### src/rtl/hazard_scoreboard.sv
// rtl/hazard_scoreboard.sv - registered hazard scoreboard with per-operand forwarding selects
module hazard_scoreboard #(
    parameter int REG_ADDRESS_LENGTH = 5,
    parameter int DEPTH              = 2,
    parameter int LOAD_READY_STAGE   = 2,
    parameter int ZERO_REG_EN        = 1,
    parameter int SEL_W              = $clog2(DEPTH + 1),
    parameter int CNT_W              = 16
) (
    input  logic                          clk,
    input  logic                          rst_n,
    input  logic                          id_valid_i,
    input  logic                          flush_i,
    input  logic [REG_ADDRESS_LENGTH-1:0] id_ra_i,
    input  logic [REG_ADDRESS_LENGTH-1:0] id_rb_i,
    input  logic                          id_ra_used_i,
    input  logic                          id_rb_used_i,
    input  logic [REG_ADDRESS_LENGTH-1:0] id_rd_i,
    input  logic                          id_wr_en_i,
    input  logic                          id_is_load_i,
    input  logic                          id_wr_full_i,
    output logic                          stall_o,
    output logic [SEL_W-1:0]              fwd_sel_a_o,
    output logic [SEL_W-1:0]              fwd_sel_b_o,
    output logic [CNT_W-1:0]              stall_count_o
);

    // Index i holds pipeline stage i+1; index DEPTH-1 is writeback.
    logic [DEPTH-1:0]              valid_q;
    logic [DEPTH-1:0]              wr_en_q;
    logic [DEPTH-1:0]              is_load_q;
    logic [DEPTH-1:0]              full_q;
    logic [REG_ADDRESS_LENGTH-1:0] rd_q [DEPTH];
    logic [CNT_W-1:0]              stall_count_q;
    logic [CNT_W-1:0]              stall_count_d;
    logic                          valid_d;

    logic                          id_eff;
    logic [DEPTH-1:0]              hit_a;
    logic [DEPTH-1:0]              hit_b;
    logic [DEPTH-1:0]              fwdable;
    logic                          blk_a;
    logic                          blk_b;
    logic [SEL_W-1:0]              sel_a;
    logic [SEL_W-1:0]              sel_b;

    assign id_eff = id_valid_i & ~flush_i;

    always_comb begin
        hit_a   = '0;
        hit_b   = '0;
        fwdable = '0;
        for (int i = 0; i < DEPTH; i++) begin
            hit_a[i] = id_eff && id_ra_used_i && valid_q[i] && wr_en_q[i] && (rd_q[i] == id_ra_i)
                       && ((id_ra_i != '0) || (ZERO_REG_EN == 0));
            hit_b[i] = id_eff && id_rb_used_i && valid_q[i] && wr_en_q[i] && (rd_q[i] == id_rb_i)
                       && ((id_rb_i != '0) || (ZERO_REG_EN == 0));
            fwdable[i] = full_q[i] && (!is_load_q[i] || ((i + 1) >= LOAD_READY_STAGE));
        end
    end

    // Walk oldest to youngest so the youngest match is the one that sticks.
    always_comb begin
        sel_a = '0;
        sel_b = '0;
        blk_a = 1'b0;
        blk_b = 1'b0;
        for (int i = DEPTH - 1; i >= 0; i--) begin
            if (hit_a[i]) begin
                blk_a = !fwdable[i];
                sel_a = fwdable[i] ? SEL_W'(i + 1) : '0;
            end
            if (hit_b[i]) begin
                blk_b = !fwdable[i];
                sel_b = fwdable[i] ? SEL_W'(i + 1) : '0;
            end
        end
    end

    assign stall_o       = blk_a | blk_b;
    assign fwd_sel_a_o   = sel_a;
    assign fwd_sel_b_o   = sel_b;
    assign stall_count_o = stall_count_q;

    always_comb begin
        valid_d       = id_eff & ~stall_o;
        stall_count_d = stall_count_q;
        if (stall_o && (stall_count_q != '1)) begin
            stall_count_d = stall_count_q + 1'b1;
        end
    end

    always_ff @(posedge clk or negedge rst_n) begin
        if (!rst_n) begin
            valid_q       <= '0;
            wr_en_q       <= '0;
            is_load_q     <= '0;
            full_q        <= '0;
            stall_count_q <= '0;
            for (int i = 0; i < DEPTH; i++) begin
                rd_q[i] <= '0;
            end
        end else begin
            valid_q[0]    <= valid_d;
            wr_en_q[0]    <= id_wr_en_i;
            is_load_q[0]  <= id_is_load_i;
            full_q[0]     <= id_wr_full_i;
            rd_q[0]       <= id_rd_i;
            for (int i = 1; i < DEPTH; i++) begin
                valid_q[i]   <= valid_q[i-1];
                wr_en_q[i]   <= wr_en_q[i-1];
                is_load_q[i] <= is_load_q[i-1];
                full_q[i]    <= full_q[i-1];
                rd_q[i]      <= rd_q[i-1];
            end
            stall_count_q <= stall_count_d;
        end
    end

endmodule

### config.mk
export PLATFORM = sky130hd
export DESIGN_NAME = hazard_scoreboard
export DESIGN_NICKNAME = d
export VERILOG_FILES = /design/src/rtl/hazard_scoreboard.sv
export SDC_FILE = /design/constraint.sdc
export NUM_CORES = 1
export LEC_CHECK = 0
export ABC_CLOCK_PERIOD_IN_PS = 2300
export BUFFER_PORTS_ARGS = -buffer_cell sky130_fd_sc_hd__buf_2
export CAP_MARGIN = 10
export CORE_ASPECT_RATIO = 0.75
export CORE_UTILIZATION = 47
export DETAILED_ROUTE_END_ITERATION = 12
export GPL_ROUTABILITY_DRIVEN = 1
export PLACE_DENSITY = 0.72
export SYNTH_ARGS = -nofsm -noshare
export SYNTH_HDL_FRONTEND = slang
export SYNTH_SLANG_ARGS = --single-unit
### constraint.sdc
create_clock -name clk -period 2.3 [get_ports clk]
set_input_delay 0.115 -clock clk [delete_from_list [all_inputs] [get_ports clk]]
set_output_delay 0.115 -clock clk [all_outputs]
set_load 0.005 [all_outputs]
==> flow_metrics.py <==
metrics = {
    "status": {
        "run_status": "finished clean",
    },
    "sta": {
        "grt_setup_unrepaired": "yes",
        "setup_ws_ps": 19.74,
        "period_needed_ps": 2280,
        "final_max_slew_viol_count": 0,
        "fin_skew_ps": 4.401,
        "max_freq_mhz": 438.5,
        "max_slew_margin_pct": 51.53,
        "finalSetupViolCount": 0,
        "final-hold-violation-count": 0,
        "period_share_pct": 99.14,
        "worst_pin_slew_ps": 727.0,
    },
    "grt": {
        "grt_antenna_before_repair": 0,
        "grt_overflow": 0,
        "grt_first_pass_wirelength_um": 6203,
        "track_usage_pct": 21.91,
        "grt_max_degree": 34,
        "grt_pass1_vias": 1339,
    },
    "critical_path": {
        "arrival_ps": 2450,
        "cp_slowest_stage_delay_ps": 520,
        "critPathRequiredTime_ps": 2470,
        "start_kind": "flop",
        "slowest_stage": "a2111o_1",
        "crit_family": "simple AND/OR/NAND/NOR gates",
        "worstSetupPathType": "flop to flop",
        "cp-end-kind": "flop",
        "reg2reg_slack_ps": 20,
        "path_cells": "xnor2_1, nand4_1, nor4_4, buf_4, nor4_2, a2111o_1, nand4_2, mux2_4",
        "cp_max_fo": 5,
        "worst-path-buf-inv": 1,
    },
    "routing": {
        "antenna_left": 0,
        "vias": 1385,
        "wl_um": 4002,
        "drt_iter0_drc": 95,
        "drt-pass1-iter-count": 6,
        "drc": 0,
        "drt-wirelength-per-cell_um": 15.88,
        "vias_per_cell": 5.496,
    },
    "logic_synthesis": {
        "synth_top_area_cell": "dfrtp_1",
        "synth_fp_nets": 166,
        "yosysTopAreaCellShare_pct": 49.40,
        "ys_top_cells_by_area": "dfrtp_1 49%, xnor2_1 13%, xor2_1 3.7%, nand4_1 3.4%, nor3_1 2.4%",
        "avgSynthCellArea_um2": 11.86,
        "synth_warnings": 0,
        "ys_types": 39,
        "async_flop_share_pct": 100.0,
        "ys_seq_area_share_pct": 49.40,
        "synth_seq_cells": 33,
        "synthFlopType": "dfrtp_1",
        "syn_inst": 141,
        "syn_area_um2": 1672,
        "synth-edff-count": 0,
    },
    "run": {
        "maxCapViolations": 0,
    },
    "cts": {
        "insertion_delay_ps": 280,
        "cts_tree": "done",
        "cts.sinks": 33,
        "h-tree-depth": 2,
        "clk_pin_slew_ps": 70,
        "cts_root_buf": "clkbuf_8",
        "cts-buffers-inserted": 5,
        "cts_buffer_depth": 2,
    },
    "power": {
        "ir_drop_uv": 429.0,
        "cellPowerDensity_nw_per_um2": 547.6,
        "p_leak_nw": 1.142,
        "p_total_mw": 1.276,
    },
    "floorplanning": {
        "rows": 18,
        "die-width_um": 70.87,
        "core-area_um2": 3333,
        "initial_core_util_pct": 50.15,
        "io_pins": 45,
        "die_h_um": 53.65,
        "die_area_um2": 3802,
    },
    "final_layout": {
        "drive_gt1_share_pct": 45.28,
        "fin_area_um2": 2331,
        "layout.nets": 236,
        "diodes": 0,
        "layout.cells.most_common": "buf_2",
        "syn2layout_area_growth_pct": 39.45,
        "final_cell_mix": "43 x buf_2, 33 x dfrtp_1, 24 x xnor2_1",
    },
    "placement": {
        "dp_slack_ps": -59.45,
        "place_area_um2": 1983,
        "routabilityCongestion": 0.9114,
        "numPortBuffers": 44,
        "dp_hpwl_um": 2857,
    },
    "worst_hold_path": {
        "min_path_type": "input port to flop",
    },
}
[power breakdown]
part	leakage, nW	total, mW	internal (mW)	switching [mW]
Combinational	0.664	0.120	0.0613	0.0589
Clock	0.0543	0.543	0.324	0.219
Sequential	0.424	0.613	0.597	0.0157
[worst reg2reg max path, stage by stage, from the launching register on]
cell and delay (ps):
dfrtp_1 420, xnor2_1 170, nand4_1 190, nor4_4 190, buf_4 180, nor4_2 50
a2111o_1 520, nand4_2 150, mux2_4 300
[sequential cells by signal, summed over array words and instances (netlist names)]
signal         flops
stall_count_o     16
rd_q              10
full_q             2
is_load_q          1
wr_en_q            2
valid_q            2
[final timing paths]
| kind | startpoint | endpoint | depth (start not counted) |
|---|---|---|---|
| min in group asynchronous | rst_n | full_q[1]$_DFF_PN0_ | 2 |
| setup / recovery | rd_q[5]$_DFF_PN0_ | stall_count_o[11]$_DFFE_PN0P_ | 8 |
| setup reg to reg | rd_q[5]$_DFF_PN0_ | stall_count_o[11]$_DFFE_PN0P_ | 8 |
| hold / removal | flush_i | valid_q[0]$_DFF_PN0_ | 3 |
| max in group asynchronous | rst_n | rd_q[7]$_DFF_PN0_ | 2 |
| hold reg to reg | valid_q[0]$_DFF_PN0_ | valid_q[1]$_DFF_PN0_ | 0 |
[Yosys cell counts (2+ instances only)]
library cell	n
dfrtp_1	33
nand2_1	7
nor3_1	8
nor4_2	2
and2_2	2
or2_2	2
and3_1	5
xnor2_1	25
nor2_1	2
nand3_1	7
xor2_1	7
or4_1	2
and2_1	2
nand4_1	9
and3_2	2
nand4_2	2
mux2_4	2
[what timing repair did]
| item | 4_1_cts | 5_1_grt |
|---|---|---|
| setup buffers | 0 | 4 |
| resized for setup | 4 | 15 |
| endpoints found under the setup margin | 6 | 15 |
| hold endpoints to repair | 41 | 0 |
| hold buffers | 9 | 0 |
| pin swaps | 1 | 13 |
[routing by layer]
metal | global-route usage [%] | vias up | share of wire, %
met4 | 5.667 | 0 | 0.60
met5 | 0 | - | 0
li1 | - | 645 | -
met3 | 5.805 | 2 | 5.2
met1 | 29.50 | 696 | 48
met2 | 35.90 | 42 | 46
[cell type report]
cell class | instances | area (um2)
Clock buffer | 5 | 68.82
Clock inverter | 3 | 46.29
Fill cell | 255 | 1002
Inverter | 1 | 3.754
Multi-Input combinational cell | 106 | 920.9
Sequential cell | 33 | 825.8
Tap cell | 40 | 50.05
Timing Repair Buffer | 64 | 415.4
[cell families (layout without fill, tap and decap cells)]
logic type,Yosys count,in the layout,share of synthesized area [%]
muxes,4,4,3.144
xor gates and xnor gates,32,32,16.77
AOI/OAI and AO/OA,6,6,4.566
buffers and inverters,2,73,0.8979
adders and majority gates,1,1,0.7484
DFF,33,33,49.40
and+or+nand+nor,63,63,24.48
[stage by stage]
step | setup TNS [ps] | utilization (%) | hold slack [ps] | cells
3_3_place_gp | 0 | 59.50 | 191.7 | 231
6_report | 0 | 69.93 | 196.6 | 252
2_1_floorplan | 0 | - | -180.6 | 141
5_1_grt | -456.0 | 69.93 | 180.7 | 252
4_1_cts | 0 | 66.40 | 180.2 | 248
3_5_place_dp | -164.9 | 59.50 | 209.3 | 231
Note: power is estimated with default switching activity, not from simulation.
